[config.mk]
export PLATFORM = sky130hd
export DESIGN_NAME = writeback_queue_flat
export DESIGN_NICKNAME = d
export VERILOG_FILES = /design/src/rtl/writeback_queue_if.sv /design/src/rtl/writeback_queue.sv /design/src/flat_wrapper.sv
export SDC_FILE = /design/constraint.sdc
export NUM_CORES = 1
export LEC_CHECK = 0
export ABC_AREA = 1
export CORE_AREA = 2 2 159 161
export CTS_CLUSTER_DIAMETER = 120
export DETAILED_ROUTE_END_ITERATION = 7
export DIE_AREA = 0 0 161 163
export PLACE_DENSITY_LB_ADDON = 0.25
export RECOVER_POWER = 100
export REMOVE_ABC_BUFFERS = 1
export SLEW_MARGIN = 20
export SYNTH_ARGS = -nofsm -noshare
export SYNTH_HDL_FRONTEND = slang
export SYNTH_SLANG_ARGS = --single-unit
[constraint.sdc]
create_clock -name CLK -period 2.83 [get_ports CLK]
set_clock_uncertainty 0.1 [all_clocks]
set_input_delay 0.283 -clock CLK [delete_from_list [all_inputs] [get_ports CLK]]
set_output_delay 0.283 -clock CLK [all_outputs]
set_load 0.01 [all_outputs]
[src/rtl/writeback_queue_if.sv]
// Bus bundle for the writeback queue: producer handshake, register-file
// write port, decode-stage bypass lookups and occupancy status.
interface writeback_queue_if #(
    parameter int DEPTH = 4,
    parameter int DW    = 32
);
    localparam int CW = $clog2(DEPTH) + 1;

    logic          in_valid;
    logic          in_ready;
    logic [4:0]    in_reg;
    logic [DW-1:0] in_data;
    logic          drain_hold;

    logic          reg_write_sig;
    logic [4:0]    write_reg;
    logic [DW-1:0] write_data;

    logic [4:0]    byp_addr1;
    logic [4:0]    byp_addr2;
    logic          byp_hit1;
    logic          byp_hit2;
    logic [DW-1:0] byp_data1;
    logic [DW-1:0] byp_data2;

    logic [CW-1:0] count;
    logic          full;
    logic          empty;

    modport master (
        output in_valid, in_reg, in_data, drain_hold, byp_addr1, byp_addr2,
        input  in_ready, reg_write_sig, write_reg, write_data,
        input  byp_hit1, byp_hit2, byp_data1, byp_data2, count, full, empty
    );

    modport slave (
        input  in_valid, in_reg, in_data, drain_hold, byp_addr1, byp_addr2,
        output in_ready, reg_write_sig, write_reg, write_data,
        output byp_hit1, byp_hit2, byp_data1, byp_data2, count, full, empty
    );
endinterface

[src/rtl/writeback_queue.sv]
// Circular writeback FIFO feeding the register file, with two combinational
// bypass ports that return the youngest pending value for a register.
module writeback_queue #(
    parameter int DEPTH = 4,
    parameter int DW    = 32
) (
    input  logic           CLK,
    input  logic           RST_N,
    writeback_queue_if.slave bus
);
    localparam int AW = $clog2(DEPTH);
    localparam int CW = AW + 1;

    logic [4:0]    r_mem_reg  [DEPTH];
    logic [DW-1:0] r_mem_data [DEPTH];
    logic [AW-1:0] r_head;
    logic [AW-1:0] r_tail;
    logic [CW-1:0] r_count;

    logic          w_full;
    logic          w_empty;
    logic          w_push;
    logic          w_drain;
    logic [AW-1:0] w_idx  [DEPTH];
    logic          w_live [DEPTH];
    logic          w_hit1;
    logic          w_hit2;
    logic [DW-1:0] w_bdata1;
    logic [DW-1:0] w_bdata2;

    assign w_full  = (r_count == CW'(DEPTH));
    assign w_empty = (r_count == '0);
    // $0 writes complete the handshake but are never stored
    assign w_push  = bus.in_valid && !w_full && (bus.in_reg != 5'd0);
    assign w_drain = !w_empty && !bus.drain_hold;

    always_ff @(posedge CLK) begin
        if (!RST_N) begin
            r_head  <= '0;
            r_tail  <= '0;
            r_count <= '0;
        end else begin
            if (w_push) begin
                r_mem_reg[r_tail]  <= bus.in_reg;
                r_mem_data[r_tail] <= bus.in_data;
                r_tail             <= r_tail + AW'(1);
            end
            if (w_drain) begin
                r_head <= r_head + AW'(1);
            end
            case ({w_push, w_drain})
                2'b10:   r_count <= r_count + CW'(1);
                2'b01:   r_count <= r_count - CW'(1);
                default: r_count <= r_count;
            endcase
        end
    end

    // Walk oldest to youngest so the last match wins.
    always_comb begin
        w_hit1   = 1'b0;
        w_hit2   = 1'b0;
        w_bdata1 = '0;
        w_bdata2 = '0;
        for (int i = 0; i < DEPTH; i++) begin
            w_idx[i]  = r_head + AW'(i);
            w_live[i] = (CW'(i) < r_count);
        end
        for (int i = 0; i < DEPTH; i++) begin
            if (w_live[i] && (bus.byp_addr1 != 5'd0) &&
                (r_mem_reg[w_idx[i]] == bus.byp_addr1)) begin
                w_hit1   = 1'b1;
                w_bdata1 = r_mem_data[w_idx[i]];
            end
            if (w_live[i] && (bus.byp_addr2 != 5'd0) &&
                (r_mem_reg[w_idx[i]] == bus.byp_addr2)) begin
                w_hit2   = 1'b1;
                w_bdata2 = r_mem_data[w_idx[i]];
            end
        end
    end

    assign bus.in_ready      = !w_full;
    assign bus.reg_write_sig = w_drain;
    assign bus.write_reg     = w_empty ? 5'd0 : r_mem_reg[r_head];
    assign bus.write_data    = w_empty ? '0   : r_mem_data[r_head];
    assign bus.byp_hit1      = w_hit1;
    assign bus.byp_hit2      = w_hit2;
    assign bus.byp_data1     = w_bdata1;
    assign bus.byp_data2     = w_bdata2;
    assign bus.count         = r_count;
    assign bus.full          = w_full;
    assign bus.empty         = w_empty;
endmodule
[src/flat_wrapper.sv]
// flat-port wrapper written by rule: the top's interface ports become plain ports
module writeback_queue_flat 
#(
    parameter int DEPTH = 4,
    parameter int DW    = 32
)
  (CLK, RST_N, bus_in_valid, bus_in_reg, bus_in_data, bus_drain_hold, bus_byp_addr1, bus_byp_addr2, bus_in_ready, bus_reg_write_sig, bus_write_reg, bus_write_data, bus_byp_hit1, bus_byp_hit2, bus_byp_data1, bus_byp_data2, bus_count, bus_full, bus_empty);
  writeback_queue_if #(.DEPTH(DEPTH), .DW(DW)) bus_i ();
  input  logic CLK;
  input  logic RST_N;
  input wire logic [$bits(bus_i.in_valid)-1:0] bus_in_valid;
  input wire logic [$bits(bus_i.in_reg)-1:0] bus_in_reg;
  input wire logic [$bits(bus_i.in_data)-1:0] bus_in_data;
  input wire logic [$bits(bus_i.drain_hold)-1:0] bus_drain_hold;
  input wire logic [$bits(bus_i.byp_addr1)-1:0] bus_byp_addr1;
  input wire logic [$bits(bus_i.byp_addr2)-1:0] bus_byp_addr2;
  output wire logic [$bits(bus_i.in_ready)-1:0] bus_in_ready;
  output wire logic [$bits(bus_i.reg_write_sig)-1:0] bus_reg_write_sig;
  output wire logic [$bits(bus_i.write_reg)-1:0] bus_write_reg;
  output wire logic [$bits(bus_i.write_data)-1:0] bus_write_data;
  output wire logic [$bits(bus_i.byp_hit1)-1:0] bus_byp_hit1;
  output wire logic [$bits(bus_i.byp_hit2)-1:0] bus_byp_hit2;
  output wire logic [$bits(bus_i.byp_data1)-1:0] bus_byp_data1;
  output wire logic [$bits(bus_i.byp_data2)-1:0] bus_byp_data2;
  output wire logic [$bits(bus_i.count)-1:0] bus_count;
  output wire logic [$bits(bus_i.full)-1:0] bus_full;
  output wire logic [$bits(bus_i.empty)-1:0] bus_empty;
  assign bus_i.in_valid = bus_in_valid;
  assign bus_i.in_reg = bus_in_reg;
  assign bus_i.in_data = bus_in_data;
  assign bus_i.drain_hold = bus_drain_hold;
  assign bus_i.byp_addr1 = bus_byp_addr1;
  assign bus_i.byp_addr2 = bus_byp_addr2;
  assign bus_in_ready = bus_i.in_ready;
  assign bus_reg_write_sig = bus_i.reg_write_sig;
  assign bus_write_reg = bus_i.write_reg;
  assign bus_write_data = bus_i.write_data;
  assign bus_byp_hit1 = bus_i.byp_hit1;
  assign bus_byp_hit2 = bus_i.byp_hit2;
  assign bus_byp_data1 = bus_i.byp_data1;
  assign bus_byp_data2 = bus_i.byp_data2;
  assign bus_count = bus_i.count;
  assign bus_full = bus_i.full;
  assign bus_empty = bus_i.empty;
  writeback_queue #(.DEPTH(DEPTH), .DW(DW)) u_core (.CLK(CLK), .RST_N(RST_N), .bus(bus_i));
endmodule
==> results.md <==
* Vias per cell at 6.08
* Total Routed Length at about 50000 um
* Outcome: complete, but fails checks
* Initial cell density of the core at 0.500
* CTS tree: built
* R2R Path Start: u_core.bus.count[0]
* Layout area overhead at 39.9%
* Achievable Freq at 310 MHz
* First drt pass iteration count at 8
* Final Max Tran Viols at 0
* CP Launch Type: flip-flop
* Clock buffer depth at 2
* Initial antenna violation count at 0
* Remaining DRCs at 10
* Fin worst setup slack at -397 ps
* Worst Max-Slew Pin Slew at a little under 800 ps
* Final Setup Violations at 66
* Die Ht at 163 um
* Crit end category: primary output
* Peak supply drop at 0.708 mV
* Num CTS Buffers at 17
* Die Width at 161 um
* Worst R2R Setup Slack at 110 ps
* Top-area cell type share of the netlist area at 0.360
* Synthesis-stage register bit count at 157
* FF-to-FF path depth at 9
* H-tree depth at 4
* # diodes at 0
* Clk Latency, worst-skew pair at roughly 440 ps
* Final period utilization at 1.14
* Via count at 15000
* IO Port Bufs at 160
* Minimum clock period at 3230 ps
* Syn_area_per_cell at 6.62 um^2
* Fin nets at 2176
* Reg clk slew, reported paths at 70 ps
* CTS Hold Bufs at 0
* Max reg flops at 128
* Clk sinks at roughly 160
* Reg2reg end: u_core.r_mem_data[0][0]
* Routed len/inst at 20.4 um
* Routability Congestion at 0.932
* Post-DP HPWL at 30200 um
* Total power at 0.0150 W
* Tot GR Track Use at 0.354
* Final Hold Fails at 0
* Synth Cell Area at 0.0123 mm^2
* MaxCap Viol Count at 0
* Violated checks: DRC, setup timing
* Critical Path RT at 2450 ps
* First-pass GRT wire length at 72400 um
* Arrival @ worst endpoint at 2840 ps
* Total grt overflow at 0
* Hold Path Origin: u_core.r_tail[1]
* Yosys warns at 0
* Core area at 0.0247 mm^2
* DP Cell Count at around 2400
* Worst-path maximum fanout at 8
* Post-route ant nets at 0
* Largest net degree at the start of global routing at 66
* Cell Rows at 58
* Drt initial violations at between 2000 and 2500
* Root Driver: clkbuf_16
* Pwr dens at 871 mW/mm^2
* Worst hold path class: reg -> reg
* Hold Path End: u_core.r_tail[1]
* Slew Limit Headroom at 0.485
* Leakage power at 7.72 nW
* IO Pins at approximately 160
* Post-place setup slack at -354 ps
* RSZ-0062 raised after global routing: true
* Register area share after synthesis at 0.375
* Share of layout cells above drive strength 1 at 0.212
* Largest area contributor in the netlist: edfxtp_1
* Non-Filler Instances at 2460
* Cell variety after synth at 30
* Setup TNS at -19150 ps
* Gate Count Post-Synth at 1866
* Die area at 0.0262 mm^2
* Top cells by area, synth: edfxtp_1 (36%), nand2_1 (21%), o21ai_0 (7.0%)
* Vias in the first global route at 13700
* Crit path kind: reg -> out
* WHS Path Cells at 2
## power by group
group	total (W)	switching, W	internal [W]
Clock	0.00232	0.00114	0.00118
Sequential	0.00282	0.000126	0.00269
Combinational	0.00991	0.00606	0.00385
## placed cells by master (no fill, tap or decap), types with 41 or more instances in the layout
cell type / instances
a21oi_1: 41
edfxtp_1: 148
o211ai_1: 65
nand3_1: 136
inv_1: 106
nand4_1: 66
dlygate4sd3_1: 41
buf_2: 45
nand2_1: 609
clkdlybuf4s50_1: 53
nor2_1: 183
o21ai_0: 170
nand2_2: 59
buf_4: 113
## area by class of cell
cell class	instances	area (um^2)
clock inverter	15	166
fill	2002	7400
inverter	111	434
clock buffer	17	425
sequential	157	4640
multi-input combinational	1462	7320
tap	330	413
timing repair buffer	368	3880
## synthesized netlist by cell type
| library cell | n |
|---|---|
| nand3_1 | 146 |
| nor2_1 | 210 |
| buf_6 | 5 |
| xor2_1 | 5 |
| inv_2 | 3 |
| nor2_2 | 4 |
| inv_4 | 1 |
| nand3_2 | 5 |
| dfxtp_1 | 9 |
| clkbuf_1 | 70 |
| buf_4 | 8 |
| or2_2 | 1 |
| o211ai_1 | 65 |
| a22oi_1 | 32 |
| buf_1 | 5 |
| nand2_2 | 6 |
| nand4_1 | 66 |
| inv_1 | 107 |
| o21ai_1 | 6 |
| nor2_4 | 2 |
| edfxtp_1 | 148 |
| o21bai_1 | 1 |
| a21oi_1 | 45 |
| a21oi_2 | 1 |
| buf_2 | 48 |
| o21ai_0 | 173 |
| nand2_1 | 684 |
| ha_1 | 8 |
| o21ai_2 | 1 |
| nor3_1 | 1 |
## how the worst max path moves through the flow
stage	from	endpoint	cells past startpoint
2_1_floorplan	u_core.r_head[0]	bus_byp_data1[0]	13
3_3_place_gp	u_core.r_head[0]	bus_byp_data1[13]	13
3_5_place_dp	u_core.r_head[0]	bus_byp_data1[28]	13
4_1_cts	u_core.r_head[0]	bus_byp_data1[3]	20
5_1_grt	u_core.r_head[0]	bus_byp_data2[15]	18
6_report	u_core.r_head[0]	bus_byp_data1[21]	18
## per-stage QoR
stage,area [um^2],hold WS (ps),utilization
4_1_cts,16500,361,0.668
3_3_place_gp,15300,414,0.619
5_1_grt,17300,438,0.700
6_report,17300,435,0.700
2_1_floorplan,11700,282,-
3_5_place_dp,15300,428,0.619
## cells by family after synthesis
logic type | Yosys count | share of synthesized area
and+or+nand+nor | 1125 | 0.376
AOI/OAI and AO/OA | 324 | 0.152
DFF | 157 | 0.375
xor gates and xnor gates | 5 | 0.00355
adders and majority gates | 8 | 0.00811
buffers and inverters | 247 | 0.0856
## routing by layer
layer / track usage / up-vias / share of wire
met2: 0.578 / 1193 / 0.46
met5: 0 / - / 0
li1: - / 6780 / -
met4: 0.184 / 0 / 0.049
met3: 0.0609 / 232 / 0.13
met1: 0.453 / 6750 / 0.36
## critical path: stages (launching register included)
cell,delay (ps)
dfxtp_4,490
inv_8,80
nand2_4,100
nand2_4,70
buf_8,150
nand2_4,70
nand2_4,60
buf_4,130
xor2_1,140
nor2_1,100
nand2_1,90
nor2_4,170
buf_6,180
buf_16,130
buf_12,110
nor2_1,40
nand2_1,60
nand2_1,70
buf_2,140
## repair_timing
action	CTS	global route
setup endpoints to repair	93	94
cloned	10	9
buffers inserted	29	14
gates resized for setup	345	175
pin swaps	59	68
(Power assumes the default switching activity.)
